## src/rtl/sim_ctrl_pkg.sv

```systemverilog
// ============================================================================
// Module  : sim_ctrl_pkg
// Brief   : Shared types and sizing helper for the simulation-control sequencer.
// Revision: 1.0 - initial release
// ============================================================================
`default_nettype none

package sim_ctrl_pkg;

    localparam int STATE_W = 3;

    typedef enum logic [STATE_W-1:0] {
        IDLE     = 3'd0,
        RST_LO   = 3'd1,
        RST_HI   = 3'd2,
        RELEASE  = 3'd3,
        RUN      = 3'd4,
        POLL     = 3'd5,
        WAIT_RSP = 3'd6,
        DONE     = 3'd7
    } state_e;

    // Counter width able to hold max_val; never narrower than one bit.
    function automatic int cnt_w(input int max_val);
        return (max_val < 1) ? 1 : $clog2(max_val + 1);
    endfunction

endpackage

`default_nettype wire

```

## src/rtl/sim_ctrl_host_if.sv

```systemverilog
// ============================================================================
// Module  : sim_ctrl_host_if
// Brief   : Poll-request / host-response channel between sequencer and host.
// Revision: 1.0 - initial release
// ============================================================================
`default_nettype none

interface sim_ctrl_host_if #(
    parameter int EXIT_W = 32
) ();

    logic              poll_valid;
    logic              poll_ready;
    logic              rsp_valid;
    logic [EXIT_W-1:0] rsp_code;

    modport master (
        output poll_valid,
        input  poll_ready,
        input  rsp_valid,
        input  rsp_code
    );

    modport slave (
        input  poll_valid,
        output poll_ready,
        output rsp_valid,
        output rsp_code
    );

endinterface

`default_nettype wire

```

## src/rtl/sim_ctrl_timer.sv

```systemverilog
// ============================================================================
// Module  : sim_ctrl_timer
// Brief   : Loadable down-counter that saturates at zero.
// Revision: 1.0 - initial release
// ============================================================================
`default_nettype none

module sim_ctrl_timer #(
    parameter int WIDTH = 8
) (
    input  wire logic             clk_i,
    input  wire logic             rst_ni,
    input  wire logic             load_i,
    input  wire logic [WIDTH-1:0] value_i,
    input  wire logic             en_i,
    output logic                  zero_o
);

    logic [WIDTH-1:0] r_count;

    always_ff @(posedge clk_i or negedge rst_ni) begin
        if (!rst_ni) begin
            r_count <= '0;
        end else if (load_i) begin
            r_count <= value_i;
        end else if (en_i && (r_count != '0)) begin
            r_count <= r_count - WIDTH'(1);
        end
    end

    assign zero_o = (r_count == '0);

endmodule

`default_nettype wire

```

## src/rtl/sim_ctrl_seq.sv

```systemverilog
// ============================================================================
// Module  : sim_ctrl_seq
// Brief   : Multi-pulse DUT reset sequencer with staggered release, periodic
//           host polling, exit-code capture, watchdog and abort.
// Revision: 1.0 - initial release
// ============================================================================
`default_nettype none

module sim_ctrl_seq
    import sim_ctrl_pkg::*;
#(
    parameter int NR_CHAN     = 1,
    parameter int RST_PULSES  = 2,
    parameter int RST_LO_CYC  = 10,
    parameter int RST_HI_CYC  = 10,
    parameter int STAGGER_CYC = 0,
    parameter int POLL_CYC    = 200,
    parameter int EXIT_W      = 32,
    parameter int TIMEOUT_CYC = 0
) (
    input  wire logic                clk_i,
    input  wire logic                rst_ni,
    input  wire logic                start_i,
    input  wire logic                abort_i,
    sim_ctrl_host_if.master          host,
    output logic [NR_CHAN-1:0]       dut_rst_no,
    output logic                     done_o,
    output logic                     fail_o,
    output logic                     timeout_o,
    output logic [EXIT_W-2:0]        exit_code_o,
    output logic [STATE_W-1:0]       state_o
);

    localparam int c_stg_m1 = (STAGGER_CYC > 0) ? STAGGER_CYC - 1 : 0;
    localparam int c_ph_max = (RST_LO_CYC > RST_HI_CYC)
                            ? ((RST_LO_CYC - 1 > c_stg_m1) ? RST_LO_CYC - 1 : c_stg_m1)
                            : ((RST_HI_CYC - 1 > c_stg_m1) ? RST_HI_CYC - 1 : c_stg_m1);
    localparam int c_ph_w   = cnt_w(c_ph_max);
    localparam int c_poll_w = cnt_w(POLL_CYC - 1);
    localparam int c_wd_w   = cnt_w(TIMEOUT_CYC);
    localparam int c_pc_w   = cnt_w(RST_PULSES);
    localparam int c_rel_w  = cnt_w(NR_CHAN);

    localparam logic [c_ph_w-1:0]   c_lo_load   = c_ph_w'(RST_LO_CYC - 1);
    localparam logic [c_ph_w-1:0]   c_hi_load   = c_ph_w'(RST_HI_CYC - 1);
    localparam logic [c_ph_w-1:0]   c_stg_load  = c_ph_w'(c_stg_m1);
    localparam logic [c_poll_w-1:0] c_poll_load = c_poll_w'(POLL_CYC - 1);
    localparam logic [c_wd_w-1:0]   c_wd_load   = c_wd_w'((TIMEOUT_CYC > 0) ? TIMEOUT_CYC - 1 : 0);
    localparam logic [c_pc_w-1:0]   c_pulse_last = c_pc_w'(RST_PULSES - 1);
    localparam logic [c_rel_w-1:0]  c_rel_all   = c_rel_w'(NR_CHAN);
    // With no stagger every channel is released on the first RELEASE cycle.
    localparam logic [c_rel_w-1:0]  c_rel_first = (STAGGER_CYC == 0) ? c_rel_all : c_rel_w'(1);

    state_e              r_state;
    state_e              w_state_nxt;
    logic [c_pc_w-1:0]   r_pulse_cnt;
    logic [c_rel_w-1:0]  r_rel_cnt;
    logic                r_fail;
    logic                r_timeout;
    logic [EXIT_W-2:0]   r_exit_code;

    logic                w_ph_load, w_ph_en, w_ph_zero;
    logic [c_ph_w-1:0]   w_ph_val;
    logic                w_poll_load, w_poll_en, w_poll_zero;
    logic                w_wd_load, w_wd_en, w_wd_zero, w_wd_fire;
    logic                w_clr, w_rsp_done, w_tmo;
    logic                w_pulse_inc, w_pulse_clr, w_rel_init, w_rel_inc;
    logic                w_rst_hi_all;
    logic [EXIT_W-2:0]   w_rsp_exit;

    assign w_rsp_exit = host.rsp_code[EXIT_W-1:1];
    assign w_wd_fire  = (TIMEOUT_CYC != 0) && w_wd_zero;
    assign w_ph_en    = r_state inside {RST_LO, RST_HI, RELEASE};
    assign w_poll_en  = (r_state == RUN);
    assign w_wd_en    = r_state inside {RUN, POLL, WAIT_RSP};

    sim_ctrl_timer #(.WIDTH(c_ph_w)) u_phase_tmr (
        .clk_i  (clk_i),
        .rst_ni (rst_ni),
        .load_i (w_ph_load),
        .value_i(w_ph_val),
        .en_i   (w_ph_en),
        .zero_o (w_ph_zero)
    );

    sim_ctrl_timer #(.WIDTH(c_poll_w)) u_poll_tmr (
        .clk_i  (clk_i),
        .rst_ni (rst_ni),
        .load_i (w_poll_load),
        .value_i(c_poll_load),
        .en_i   (w_poll_en),
        .zero_o (w_poll_zero)
    );

    sim_ctrl_timer #(.WIDTH(c_wd_w)) u_wdog_tmr (
        .clk_i  (clk_i),
        .rst_ni (rst_ni),
        .load_i (w_wd_load),
        .value_i(c_wd_load),
        .en_i   (w_wd_en),
        .zero_o (w_wd_zero)
    );

    always_ff @(posedge clk_i or negedge rst_ni) begin
        if (!rst_ni) begin
            r_state <= IDLE;
        end else begin
            r_state <= w_state_nxt;
        end
    end

    always_comb begin
        w_state_nxt = r_state;
        w_ph_load   = 1'b0;
        w_ph_val    = '0;
        w_poll_load = 1'b0;
        w_wd_load   = 1'b0;
        w_clr       = 1'b0;
        w_rsp_done  = 1'b0;
        w_tmo       = 1'b0;
        w_pulse_inc = 1'b0;
        w_pulse_clr = 1'b0;
        w_rel_init  = 1'b0;
        w_rel_inc   = 1'b0;
        if (abort_i) begin
            w_state_nxt = IDLE;
            w_clr       = 1'b1;
        end else begin
            case (r_state)
                IDLE, DONE: begin
                    if (start_i) begin
                        w_state_nxt = RST_LO;
                        w_ph_load   = 1'b1;
                        w_ph_val    = c_lo_load;
                        w_pulse_clr = 1'b1;
                        w_clr       = (r_state == DONE);
                    end
                end
                RST_LO: begin
                    if (w_ph_zero) begin
                        w_ph_load = 1'b1;
                        if (r_pulse_cnt < c_pulse_last) begin
                            w_state_nxt = RST_HI;
                            w_ph_val    = c_hi_load;
                            w_pulse_inc = 1'b1;
                        end else begin
                            w_state_nxt = RELEASE;
                            w_ph_val    = c_stg_load;
                            w_rel_init  = 1'b1;
                        end
                    end
                end
                RST_HI: begin
                    if (w_ph_zero) begin
                        w_state_nxt = RST_LO;
                        w_ph_load   = 1'b1;
                        w_ph_val    = c_lo_load;
                    end
                end
                RELEASE: begin
                    if (r_rel_cnt == c_rel_all) begin
                        w_state_nxt = RUN;
                        w_poll_load = 1'b1;
                        w_wd_load   = 1'b1;
                    end else if (w_ph_zero) begin
                        w_rel_inc = 1'b1;
                        w_ph_load = 1'b1;
                        w_ph_val  = c_stg_load;
                    end
                end
                RUN: begin
                    if (w_wd_fire) begin
                        w_state_nxt = DONE;
                        w_tmo       = 1'b1;
                    end else if (w_poll_zero) begin
                        w_state_nxt = POLL;
                    end
                end
                POLL: begin
                    if (w_wd_fire) begin
                        w_state_nxt = DONE;
                        w_tmo       = 1'b1;
                    end else if (host.poll_ready) begin
                        w_state_nxt = WAIT_RSP;
                    end
                end
                WAIT_RSP: begin
                    // A response arriving with the watchdog expiry takes precedence.
                    if (host.rsp_valid) begin
                        if (host.rsp_code == '0) begin
                            w_state_nxt = RUN;
                            w_poll_load = 1'b1;
                        end else begin
                            w_state_nxt = DONE;
                            w_rsp_done  = 1'b1;
                        end
                    end else if (w_wd_fire) begin
                        w_state_nxt = DONE;
                        w_tmo       = 1'b1;
                    end
                end
                default: w_state_nxt = IDLE;
            endcase
        end
    end

    always_ff @(posedge clk_i or negedge rst_ni) begin
        if (!rst_ni) begin
            r_fail      <= 1'b0;
            r_timeout   <= 1'b0;
            r_exit_code <= '0;
            r_pulse_cnt <= '0;
            r_rel_cnt   <= '0;
        end else begin
            if (w_clr) begin
                r_fail      <= 1'b0;
                r_timeout   <= 1'b0;
                r_exit_code <= '0;
            end else if (w_rsp_done) begin
                r_exit_code <= w_rsp_exit;
                r_fail      <= |w_rsp_exit;
            end else if (w_tmo) begin
                r_timeout <= 1'b1;
                r_fail    <= 1'b1;
            end
            if (w_pulse_clr) begin
                r_pulse_cnt <= '0;
            end else if (w_pulse_inc) begin
                r_pulse_cnt <= r_pulse_cnt + c_pc_w'(1);
            end
            if (w_rel_init) begin
                r_rel_cnt <= c_rel_first;
            end else if (w_rel_inc) begin
                r_rel_cnt <= r_rel_cnt + c_rel_w'(1);
            end
        end
    end

    assign w_rst_hi_all = r_state inside {RST_HI, RUN, POLL, WAIT_RSP, DONE};

    // During RELEASE, r_rel_cnt holds how many channels are already out of reset.
    for (genvar k = 0; k < NR_CHAN; k++) begin : g_chan
        localparam logic [c_rel_w-1:0] c_k = c_rel_w'(k);
        assign dut_rst_no[k] = w_rst_hi_all || ((r_state == RELEASE) && (r_rel_cnt > c_k));
    end

    assign host.poll_valid = (r_state == POLL);
    assign done_o          = (r_state == DONE);
    assign fail_o          = r_fail;
    assign timeout_o       = r_timeout;
    assign exit_code_o     = r_exit_code;
    assign state_o         = r_state;

endmodule

`default_nettype wire

```

## src/flat_wrapper.sv

```systemverilog
// flat-port wrapper written by rule: the top's interface ports become plain ports
module sim_ctrl_seq_flat import sim_ctrl_pkg::*;
#(
    parameter int NR_CHAN     = 1,
    parameter int RST_PULSES  = 2,
    parameter int RST_LO_CYC  = 10,
    parameter int RST_HI_CYC  = 10,
    parameter int STAGGER_CYC = 0,
    parameter int POLL_CYC    = 200,
    parameter int EXIT_W      = 32,
    parameter int TIMEOUT_CYC = 0
)
  (clk_i, rst_ni, start_i, abort_i, dut_rst_no, done_o, fail_o, timeout_o, exit_code_o, state_o, host_poll_valid, host_poll_ready, host_rsp_valid, host_rsp_code);
  sim_ctrl_host_if #(.EXIT_W(EXIT_W)) host_i ();
  input  wire logic clk_i;
  input  wire logic rst_ni;
  input  wire logic start_i;
  input  wire logic abort_i;
  output logic [NR_CHAN-1:0] dut_rst_no;
  output logic done_o;
  output logic fail_o;
  output logic timeout_o;
  output logic [EXIT_W-2:0] exit_code_o;
  output logic [STATE_W-1:0] state_o;
  output wire logic [$bits(host_i.poll_valid)-1:0] host_poll_valid;
  input wire logic [$bits(host_i.poll_ready)-1:0] host_poll_ready;
  input wire logic [$bits(host_i.rsp_valid)-1:0] host_rsp_valid;
  input wire logic [$bits(host_i.rsp_code)-1:0] host_rsp_code;
  assign host_poll_valid = host_i.poll_valid;
  assign host_i.poll_ready = host_poll_ready;
  assign host_i.rsp_valid = host_rsp_valid;
  assign host_i.rsp_code = host_rsp_code;
  sim_ctrl_seq #(.NR_CHAN(NR_CHAN), .RST_PULSES(RST_PULSES), .RST_LO_CYC(RST_LO_CYC), .RST_HI_CYC(RST_HI_CYC), .STAGGER_CYC(STAGGER_CYC), .POLL_CYC(POLL_CYC), .EXIT_W(EXIT_W), .TIMEOUT_CYC(TIMEOUT_CYC)) u_core (.clk_i(clk_i), .rst_ni(rst_ni), .start_i(start_i), .abort_i(abort_i), .host(host_i), .dut_rst_no(dut_rst_no), .done_o(done_o), .fail_o(fail_o), .timeout_o(timeout_o), .exit_code_o(exit_code_o), .state_o(state_o));
endmodule
```

## config.mk

```make
export PLATFORM = sky130hd
export DESIGN_NAME = sim_ctrl_seq_flat
export DESIGN_NICKNAME = d
export VERILOG_FILES = /design/src/rtl/sim_ctrl_pkg.sv /design/src/rtl/sim_ctrl_host_if.sv /design/src/rtl/sim_ctrl_timer.sv /design/src/rtl/sim_ctrl_seq.sv /design/src/flat_wrapper.sv
export SDC_FILE = /design/constraint.sdc
export NUM_CORES = 1
export LEC_CHECK = 0
export CORE_ASPECT_RATIO = 0.75
export CORE_UTILIZATION = 47
export CTS_CLUSTER_DIAMETER = 40
export DETAILED_ROUTE_END_ITERATION = 8
export PLACE_DENSITY = 0.86
export SYNTH_ARGS = -nofsm -noshare
export SYNTH_HDL_FRONTEND = slang
export SYNTH_SLANG_ARGS = --single-unit
export TNS_END_PERCENT = 30
```

## constraint.sdc

```tcl
create_clock -name clk_i -period 2.37 [get_ports clk_i]
set_clock_uncertainty 0.15 [all_clocks]
set_input_delay 0.5925 -clock clk_i [delete_from_list [all_inputs] [get_ports clk_i]]
set_output_delay 0.5925 -clock clk_i [all_outputs]
set_load 0.01 [all_outputs]
```

**Word level (Yosys, flattened, before mapping)**

Cells that the tools add are included.

- Flip-flop bits (word level): 51
- Latch bits: 0
- Bits in writable memories: 0
- ROM bits: 0
- Bits of input ports: 38
- Output and inout port bits: 39
- Logic and storage cells: 108
- Memories kept: 0

- Add/subtract/negate cells: 4
- Multiply operators: 0
- Divide/modulo/power cells: 0
- $lt $le $gt $ge: 2
- Equal/unequal tests: 14
- Shifts and indexed selects: 0
- Multiplexer cells: 59
- Bitwise logic cells: 0
- Reductions and logical operators: 21

Operators by type and width:

| cell | count |
|---|---|
| 31-bit two-way mux | 2 |
| 1-bit two-way mux | 33 |
| 32-bit logical NOT | 1 |
| 31-bit OR reduction | 1 |
| 4-bit two-way mux | 7 |
| 3-bit two-way mux | 8 |
| 3-bit case mux with 7 select lines | 1 |
| 8-bit two-way mux | 2 |
| 3-bit == test, second input constant | 4 |
| 3-bit inequality test, second input constant | 4 |
| 4-bit case mux with 3 select lines | 1 |
| 2-bit nonzero test | 5 |
| 3-bit by 2-bit inequality test with 1-bit output, second input constant | 3 |
| 8-bit logical NOT | 1 |
| 8-bit nonzero test | 1 |
| 8-bit by 1-bit subtractor with 8-bit output, second input constant | 1 |
| 7-bit AND reduction | 1 |
| 3-bit by 2-bit == test with 1-bit output, second input constant | 2 |
| 2-bit two-way mux | 3 |
| 5-bit nonzero test | 1 |
| 4-bit logical NOT | 1 |
| 4-bit nonzero test | 1 |
| 2-bit OR reduction | 2 |
| 4-bit by 1-bit subtractor with 4-bit output, second input constant | 1 |
| 11 further kinds | 13 |

**Depth between registers and ports, before layout**

- Depth in word-level cells: 7
- Depth in mapped cells: 6
- Mapped depth without buffers: 6

**Modules after synthesis**

Synthesis repeated with hierarchy kept, for this count alone.

- Cell total of the unflattened synthesis: 389
- Area total of the unflattened synthesis: 3,372.0 µm²

Modules (own cells, without submodules):

| module | instances | cells an instance | area each (µm²) | sequential area each (µm²) |
|---|---|---|---|---|
| sim_ctrl_seq | 1 | 302 | 2,556.2 | 950.9 |
| sim_ctrl_timer at u_core.u_poll_tmr | 1 | 60 | 545.5 | 200.2 |
| sim_ctrl_timer at u_core.u_phase_tmr | 1 | 27 | 270.3 | 100.1 |

**Least setup slack after synthesis**

Ideal clock, no wire load.

- Kind: register -> output
- Start point: register u_core.r_state[2], in the netlist u_core.state_o[2]
- End point: output port host_poll_valid
- Arrival time: 1,292 ps
- Data required time: 1,627 ps
- Path slack: 336 ps
- Stages on the path, launching flop included: 4
- Buffers on the path: 2
- Cell sequence: dfrtp_1 > clkbuf_1 > clkbuf_1 > and3_1

- Longest elaborated chain between the ends: 1

Ends and longest elaborated chain:

| what | line | RTL |
|---|---|---|
| start: declaration | sim_ctrl_seq.sv:54 | `state_e r_state;` |
| start signal: assignment | sim_ctrl_seq.sv:108 | `r_state <= w_state_nxt;` |
| 3-bit == test | -- |  |
| end: declaration | flat_wrapper.sv:25 | `output wire logic [$bits(host_i.poll_valid)-1:0] host_poll_valid;` |

Every way passes these cells.

**Final worst setup path**

- Start point: input port host_rsp_code[19]
- End point: register u_core.r_state[0], in the netlist u_core.state_o[0]

- Longest elaborated chain between the ends: 5

Ends and longest elaborated chain:

| what | line | RTL |
|---|---|---|
| start: declaration | flat_wrapper.sv:28 | `input wire logic [$bits(host_i.rsp_code)-1:0] host_rsp_code;` |
| 32-bit logical NOT | sim_ctrl_seq.sv:190 | `if (host.rsp_code == '0) begin` |
| 2-bit two-way mux | sim_ctrl_seq.sv:190 |  |
| 3-bit two-way mux | sim_ctrl_seq.sv:189 | `if (host.rsp_valid) begin` |
| 3-bit case mux with 7 select lines | sim_ctrl_seq.sv:129 | `case (r_state)` |
| 3-bit two-way mux | sim_ctrl_seq.sv:125 | `if (abort_i) begin` |

Every way passes these cells. The select of a mux whose other input is x is not followed.
A chain may end at the register's enable or synchronous reset.

==> flow_summary.ini <==
[timing]
hold_ws_ns = 0.116
report.final.slew_viol_count = 0
clock.fmax_ghz = 0.423
worst_pin_slew_ns = 0.581
finalCriticalPeriod_ns = 2.37
tns_ns = 0
setup_viol = 0
slew_headroom_pct = 61.2
hold_viol_final = 0
min_period_over_period_pct = 99.8
setup_ws_ns = 0.00461

[placed_design]
dpl_cell_area_mm2 = 0.00352
dp_cells = 387
dpl.hpwl_mm = 4.97
place_ws_ns = -0.324
globalplace.congestion = 0.863
port-buffer-count = 75

[clocking]
clockRootBuffer = clkbuf_8
clkTransAtPathRegs_ns = 0.09
cts_max_path_buffers = 2
clk_latency_ns = 0.30
htreeDepth = 2
cts_tree = yes
cts_sinks = 50
cts_buffers = 5

[routing]
drtIter0Drc = 190
drt_wl_total_mm = 7.63
viasPerCell = 6.18
wl_per_cell_um = 18.9
first_pass_iters = 5
ant_nets = 0
vias = 2492
drcViolationCount = 0

[setup_path]
crit_type = in -> reg
crit_chain = clkdlybuf4s50_1 > nor4_2 > buf_4 > nand4_1 > nor4_1 > o31ai_1
cp.arrival_ns = 2.39
critPathCaptureType = flip-flop
max_stage_delay_ns = 0.51
cp_max_fo = 2
cp_data_required_time_ns = 2.39
start_kind = primary input
critPathSlowestCell = nor4_1

[yosys]
synth-main-ff-cell = dfrtp_1
syn_area_mm2 = 0.00251
synth-edff-count = 0
synthMuxAreaShare_pct = 1.64
synth-simple-area-share_pct = 17.0
netlist.area_leader.share_pct = 49.8
yosys-top-cells-area = dfrtp_1 (50%), a32o_1 (13%), nor4_1 (2.5%), ha_1 (2.0%), nor3_1 (1.8%)
synth_most_common_cell = dfrtp_1
synth_top_family_by_area = compound AO/OA/AOI/OAI gates
ys_warn_count = 0
netlist_top_cells_count = dfrtp_1 (50), a32o_1 (32), clkbuf_1 (11)
synth_cell_type_count = 47
synth_compound_area_share_pct = 23.3
synth_fa_ha_area_share_pct = 1.99
synth_xor_area_share_pct = 1.74
async_reset_ff_share_pct = 100
synthCells = 230
yosysTopAreaCell = dfrtp_1
synth.avg_cell_area_um2 = 10.9
ys_seq_area_share_pct = 49.8
mappedNetlistNets = 272
ys_ff_latch = 50

[global_route]
grt_start_max_net_pins = 51
grt_pass1_vias = 2355
track_usage_pct = 26.6
grt-ovfl-total = 0
antenna_found_initial = 0
grt_pass1_wl_mm = 11.5

[power]
leakage_nw = 1.59
powerDensity_mw_per_mm2 = 635
power.total_mw = 2.39
ir_drop_v = 0.000321

[finish]
synthToLayoutAreaGrowth_pct = 49.8
n_antenna_cell = 0
fillCellCount = 336
postLayoutCoreUtil_pct = 75.2
fin_nets = 372
fin_area_mm2 = 0.00377
drive_above_1_share_pct = 20.8
finalNonFillerCells = 403

[floorplan]
die_y_um = 65.3
fp.coreArea_mm2 = 0.00501
start_util_pct = 50.2
dieArea_mm2 = 0.00565
chipWidth_um = 86.4
rows = 22
ios = 77

[worst_hold_path]
holdCritPathClass = in -> async

[job]
maxCapViolCount = 0

[outcome]
status = completed
## layer usage
layer | up-vias | wire length, um | share of wire (%) | GRT usage (%)
met3 | 19 | 596 | 7.8 | 5.53
met1 | 1227 | 3290 | 43 | 36.0
met2 | 134 | 3620 | 47 | 42.8
met5 | - | 0 | 0 | 0
li1 | 1112 | - | - | -
met4 | 0 | 129 | 1.7 | 8.75
## sequential cells by signal, summed over array words and instances, names as in the netlist
register / cells
u_core.r_pulse_cnt: 2
u_core.u_poll_tmr.r_count: 8
u_core.fail_o: 1
u_core.r_rel_cnt: 1
u_core.state_o: 3
u_core.u_phase_tmr.r_count: 4
u_core.exit_code_o: 31
## power breakdown
| group | internal [mW] | switching, mW | leakage (nW) |
|---|---|---|---|
| clock | 0.311 | 0.292 | 0.0579 |
| combinational | 0.351 | 0.382 | 0.881 |
| sequential | 0.942 | 0.114 | 0.652 |
## cells by family (layout without fill, tap and decap cells)
logic type / after synthesis / after routing
AO/OA/AOI/OAI: 70 / 70
adder cells (fa/ha/maj): 4 / 4
other: 1 / 1
XOR/XNOR: 5 / 5
buffers and inverters: 26 / 127
multiplexers: 4 / 4
AND/OR/NAND/NOR: 70 / 70
flip-flops: 50 / 50
## worst max-delay path, delay by kind of cell
kind	cells	cell delay, ns
simple gates	3	1.03
buf+inv	2	0.62
compound gates	1	0.15
## layout make-up
class	count	area, um2	share of cell area [%]
Clock inverter	3	40.0	1.06
Multi-Input combinational cell	154	1220	32.3
Inverter	8	30.0	0.797
Timing Repair Buffer	111	1070	28.3
Sequential cell	50	1250	33.3
Clock buffer	5	68.8	1.83
Tap cell	72	90.1	2.39
## final timing paths
check                                                    startpoint                                        to  slack [ns]  cells past startpoint
hold reg to reg            u_core.u_poll_tmr.r_count[1]$_DFFE_PN0P_  u_core.u_poll_tmr.r_count[1]$_DFFE_PN0P_        0.37                      2
min in group clk_i         u_core.u_poll_tmr.r_count[1]$_DFFE_PN0P_  u_core.u_poll_tmr.r_count[1]$_DFFE_PN0P_        0.37                      2
max in group asynchronous                                    rst_ni             u_core.state_o[2]$_DFFE_PN0P_        1.71                      2
setup / recovery                                  host_rsp_code[19]             u_core.state_o[0]$_DFFE_PN0P_       0.005                      6
setup reg to reg           u_core.u_poll_tmr.r_count[0]$_DFFE_PN0P_             u_core.state_o[0]$_DFFE_PN0P_        0.09                      6
hold / removal                                               rst_ni         u_core.exit_code_o[6]$_DFFE_PN0P_        0.12                      2
## cell usage in the layout (no fill, tap or decap), drive strengths merged, types with 2 or more instances in the layout
cell,instances
a211oi,3
o2111ai,3
mux2i,3
nand3,6
xor2,2
nor2b,2
nand2,6
dfrtp,50
or3,5
o31ai,3
a31o,2
nor3,9
inv,8
nand2b,4
nand4,5
clkdlybuf4s50,70
nor4,10
a21o,4
o21ai,5
nor3b,2
buf,37
and3,3
o211ai,2
nor2,7
clkbuf,5
xnor2,3
a32o,32
or4,4
clkinv,2
ha,4
and4,3
a21oi,8
dlymetal6s2s,4
## what timing repair did
item | 4_1_cts | 5_1_grt
pin swaps | 0 | 2
endpoints found under the setup margin | 5 | 36
gates resized for setup | 6 | 20
gates cloned | 0 | 2
hold buffers | 0 | 0
buffers inserted | 0 | 6
Power figures use the tool's default switching activity.
